<file path="src/rtl/irq_debouncer.sv">
// Interrupt pin debouncer: a synchronizer, then a four-state qualification FSM.
// It produces a clean level, rise/fall pulses and a saturating count of rejected pulses.
module irq_debouncer #(
  parameter int unsigned SYNC_STAGES     = 2,
  parameter int unsigned DEBOUNCE_CYCLES = 1000,
  parameter int unsigned CNT_WIDTH       = 16,
  parameter int unsigned ACTIVE_LOW_IN   = 0
) (
  input  logic       clk_i,
  input  logic       rst_i,
  input  logic       irq_raw_i,
  output logic       irq_debounced_o,
  output logic       irq_rise_o,
  output logic       irq_fall_o,
  input  logic       glitch_clr_i,
  output logic [7:0] glitch_cnt_bo
);

  typedef enum logic [1:0] {StStableLo, StQualHi, StStableHi, StQualLo} state_e;

  localparam logic [CNT_WIDTH-1:0] CntMax = CNT_WIDTH'(DEBOUNCE_CYCLES - 1);
  localparam logic [CNT_WIDTH-1:0] CntOne = CNT_WIDTH'(1);

  logic                   pin_norm;
  logic [SYNC_STAGES-1:0] sync_q;
  logic                   s;
  state_e                 state_q, state_d;
  logic [CNT_WIDTH-1:0]   cnt_q, cnt_d;
  logic                   glitch;
  logic                   deb_d;
  logic                   rise_q, rise_d, fall_q, fall_d;
  logic [7:0]             glitch_cnt_q;

  // Normalise polarity before the synchronizer so reset value 0 always means inactive.
  assign pin_norm = irq_raw_i ^ (ACTIVE_LOW_IN != 0);
  assign s        = sync_q[SYNC_STAGES-1];

  always_ff @(posedge clk_i or negedge rst_i) begin
    if (!rst_i) begin
      sync_q <= '0;
    end else begin
      sync_q <= {sync_q[SYNC_STAGES-2:0], pin_norm};
    end
  end

  always_comb begin
    state_d = state_q;
    cnt_d   = '0;
    glitch  = 1'b0;
    unique case (state_q)
      StStableLo: begin
        if (s) begin
          if (DEBOUNCE_CYCLES == 1) begin
            state_d = StStableHi;
          end else begin
            state_d = StQualHi;
            cnt_d   = CntOne;
          end
        end
      end
      StQualHi: begin
        if (s) begin
          if (cnt_q == CntMax) begin
            state_d = StStableHi;
          end else begin
            cnt_d = cnt_q + CntOne;
          end
        end else begin
          state_d = StStableLo;
          glitch  = 1'b1;
        end
      end
      StStableHi: begin
        if (!s) begin
          if (DEBOUNCE_CYCLES == 1) begin
            state_d = StStableLo;
          end else begin
            state_d = StQualLo;
            cnt_d   = CntOne;
          end
        end
      end
      StQualLo: begin
        if (!s) begin
          if (cnt_q == CntMax) begin
            state_d = StStableLo;
          end else begin
            cnt_d = cnt_q + CntOne;
          end
        end else begin
          state_d = StStableHi;
          glitch  = 1'b1;
        end
      end
      default: state_d = StStableLo;
    endcase
  end

  // Pulses are registered alongside the state so they coincide with the new level.
  always_comb begin
    deb_d  = (state_d == StStableHi) || (state_d == StQualLo);
    rise_d = deb_d & ~irq_debounced_o;
    fall_d = ~deb_d & irq_debounced_o;
  end

  always_ff @(posedge clk_i or negedge rst_i) begin
    if (!rst_i) begin
      state_q      <= StStableLo;
      cnt_q        <= '0;
      rise_q       <= 1'b0;
      fall_q       <= 1'b0;
      glitch_cnt_q <= 8'h00;
    end else begin
      state_q <= state_d;
      cnt_q   <= cnt_d;
      rise_q  <= rise_d;
      fall_q  <= fall_d;
      if (glitch_clr_i) begin
        glitch_cnt_q <= 8'h00;
      end else if (glitch && (glitch_cnt_q != 8'hFF)) begin
        glitch_cnt_q <= glitch_cnt_q + 8'h01;
      end
    end
  end

  assign irq_debounced_o = (state_q == StStableHi) || (state_q == StQualLo);
  assign irq_rise_o      = rise_q;
  assign irq_fall_o      = fall_q;
  assign glitch_cnt_bo   = glitch_cnt_q;

endmodule

</file>
<file path="config.mk">
export PLATFORM = sky130hd
export DESIGN_NAME = irq_debouncer
export DESIGN_NICKNAME = d
export VERILOG_FILES = /design/src/rtl/irq_debouncer.sv
export SDC_FILE = /design/constraint.sdc
export NUM_CORES = 1
export LEC_CHECK = 0
export ABC_AREA = 0
export CORE_ASPECT_RATIO = 0.7
export CORE_MARGIN = 4
export CORE_UTILIZATION = 55
export CTS_CLUSTER_DIAMETER = 80
export DETAILED_ROUTE_END_ITERATION = 12
export PLACE_DENSITY = 0.78
export SLEW_MARGIN = 5
export SYNTH_ARGS = -nofsm -noshare
export SYNTH_HDL_FRONTEND = slang
export SYNTH_SLANG_ARGS = --single-unit
</file>
<file path="constraint.sdc">
create_clock -name clk_i -period 2.3 [get_ports clk_i]
set_input_delay 0.46 -clock clk_i [delete_from_list [all_inputs] [get_ports clk_i]]
set_output_delay 0.46 -clock clk_i [all_outputs]
set_load 0.01 [all_outputs]
</file>
==> metrics.txt <==
final wirelength=~2900 µm; synthesis warning total=0; initial antenna violation count=0; post-synthesis mux area share=0.0219; commonest non-fill, non-tap cells in the layout=dfrtp_1 (30), nor2_1 (24), clkdlybuf4s50_1 (14); Post-Synth Adder-Cell Area=0.0175; CTS Hold Bufs=0; htree depth=2; core area=roughly 0.0025 mm²; maximum vdd drop=0.000365 V; CTS Buffer Depth=2; Die ar.=roughly 0.0035 mm²; diode count=0; skew final=roughly 0.0036 ns; period utilization=0.870; drt first pass iters=4; largest family of logic cells by synthesized area=simple AND/OR/NAND/NOR gates; setup repair bufs after CTS=0; Crit path arrival time=between 2 and 2.5 ns; Logic pwr share=0.040; Via density=~5.7; initial drt markers=140; crit path max fanout=14; std cell rows=15; CTS tree=done; grt ovf=0; post-synthesis register bit count=30; Netlist Area Pre-Place=~0.0014 mm²; hold_sp=sync_q[0]; ratio of cells with drive above 1 in the final layout=0.0688; DR vias=between 1000 and 1500; final worst slack=approximately 0.3 ns; crit end category=flip-flop; worst skew pair latency=between 0.2 and 0.3 ns; commonest non-fill, non-tap cell in the layout=dfrtp_1; setup TNS=0 ns; Relative slew margins=0.569; port bufs=14; gpl congestion=~0.86; initial core utilization=0.578; post-synthesis xor/xnor area fraction=0.104; post-synthesis sequential area ratio=0.524; largest net degree at the start of global routing=31; Clock Pin Slew Worst Setup and Hold Paths=around 0.060 ns; clk root buf=clkbuf_8; fin crit period=~2.0 ns; Internal=around 900 µW; Net Sw Frac=0.202; status=finished, final reports clean; Mapped Cells=between 100 and 150; Final Max Slew Viols=0; nets@finish=around 170; leakage=~0.00067 µW; height of the die=about 50 µm; Cell variety after synth=32; Hold WC Path Type=flip-flop to flip-flop; Fmax=500 MHz; Area Growth Syn to Fin=19.8%; Clk network pwr share=0.476; dpl ws=0.291 ns; Setup CP Type=flip-flop to flip-flop; Critical Path RT=2.45 ns; gr usage total=0.201; TritonCTS Buffers=5; simple-gate share of the synthesized area=0.248; post-route ant nets=0; max cap viols=0; RSZ-0062 raised after global routing=false; DRC violations left=0; vias in the first global route=roughly 1000; syn nets=roughly 150; die width=roughly 69 µm; Mapped Avg Cell Area=roughly 10 µm²; # resized after CTS=0; Fin. Hold Viols=0; Layout Utilization=0.692; I/O Pins=15; fraction of the mapped netlist area in compound gates=0.0551; CP startpoint kind=flip-flop; final setup fails=0; Tightest Pin Transition=approximately 0.64 ns; sequential power share=0.484; power per cell area=656 mW/mm²; Routed WL per cell=14.8 µm; global-route wire length before repair=between 5000 and 6000 µm; P_sw=between 200 and 250 µW; critical path startpoint=cnt_q[10]; Detailed Place HPWL=around 2000 µm; clk sinks=30; r2r startpoint=cnt_q[10]
-- registers in the layout, summed over array words and instances (netlist names) --
signal and flops:
cnt_q 16, glitch_cnt_bo 8, state_q 2, sync_q 2, irq_fall_o 1, irq_rise_o 1
-- per-layer routing --
metal / vias to the layer above / routed length (µm) / track usage
met5: - / 0 / 0
met4: 0 / 37 / 0.0712
met3: 4 / 201 / 0.0738
met2: 34 / 1330 / 0.296
met1: 543 / 1300 / 0.271
li1: 534 / - / -
-- layout make-up --
class	count	area, µm²
multi-input combinational	103	639
tap	34	42.5
inverter	4	15.0
clock buffer	6	82.6
fill	195	762
sequential	30	751
clock inverter	1	30.0
timing repair buffer	16	155
-- path summary, 6_finish.rpt --
path                                          to  slack, ns  depth (start not counted)
max in group asynchronous       glitch_cnt_bo[2]       1.47                          2
worst max-delay path                    cnt_q[6]       0.30                          4
worst min register to register         sync_q[1]       0.38                          0
min in group asynchronous               cnt_q[7]       0.56                          2
worst max register to register          cnt_q[6]       0.30                          4
worst min-delay path                   sync_q[1]       0.38                          0
-- kinds of logic (layout without fill, tap and decap cells) --
kind of cell | Yosys count | count (layout)
AND/OR/NAND/NOR | 69 | 69
flip-flops | 30 | 30
XOR/XNOR | 17 | 17
AO/OA/AOI/OAI | 12 | 12
buffers and inverters | 8 | 27
multiplexers | 3 | 3
adder cells (fa/ha/maj) | 2 | 2
-- stage by stage --
stage / hold WS [ns] / power, µW / instances / instance area (µm²)
global route: 0.400 / 1170 / 194 / 1720
detailed placement: 0.360 / 601 / 187 / 1600
floorplan: 0.164 / 575 / 141 / 1430
global placement: 0.345 / 597 / 187 / 1600
finish: 0.379 / 1130 / 194 / 1720
CTS: 0.380 / 1130 / 194 / 1720
-- cells in the mapped netlist --
cell | count | area share
clkbuf_1 | 1 | 0.0026
a21oi_1 | 1 | 0.0035
mux2i_1 | 2 | 0.014
inv_1 | 4 | 0.010
or3_1 | 2 | 0.0087
o311ai_0 | 1 | 0.0061
xnor2_1 | 13 | 0.080
xor2_1 | 4 | 0.024
or4_4 | 1 | 0.0079
nand3_1 | 8 | 0.028
a211oi_1 | 3 | 0.016
nand2_1 | 9 | 0.024
nor3_1 | 6 | 0.021
nand4_1 | 4 | 0.017
o21ai_0 | 2 | 0.0070
a31oi_1 | 4 | 0.017
buf_4 | 1 | 0.0052
nand2b_1 | 1 | 0.0044
buf_6 | 1 | 0.0079
and2_1 | 1 | 0.0044
nor4_4 | 1 | 0.015
ha_1 | 2 | 0.017
dfrtp_1 | 30 | 0.52
buf_1 | 1 | 0.0026
nor3b_1 | 2 | 0.010
or2_1 | 1 | 0.0044
nor4_1 | 7 | 0.031
o21bai_1 | 1 | 0.0052
nor2_1 | 24 | 0.063
or4_1 | 1 | 0.0052
nor2b_1 | 1 | 0.0044
mux2_1 | 1 | 0.0079
-- worst max-delay path, cell delays in order, from the launching register on --
cell and delay [ns]:
dfrtp_1 0.44, or4_4 0.57, nor4_4 0.30, or2_1 0.45, nor2_1 0.10
-- power by group through the flow --
stage	logic [µW]	clock network, µW	registers [µW]
floorplan	22.2	0	553
CTS	46.6	541	544
detailed placement	46.7	0	554
finish	45.5	536	545
global route	52.2	571	546
global placement	44.6	0	553
No activity file was read; power rests on OpenSTA's default activity.
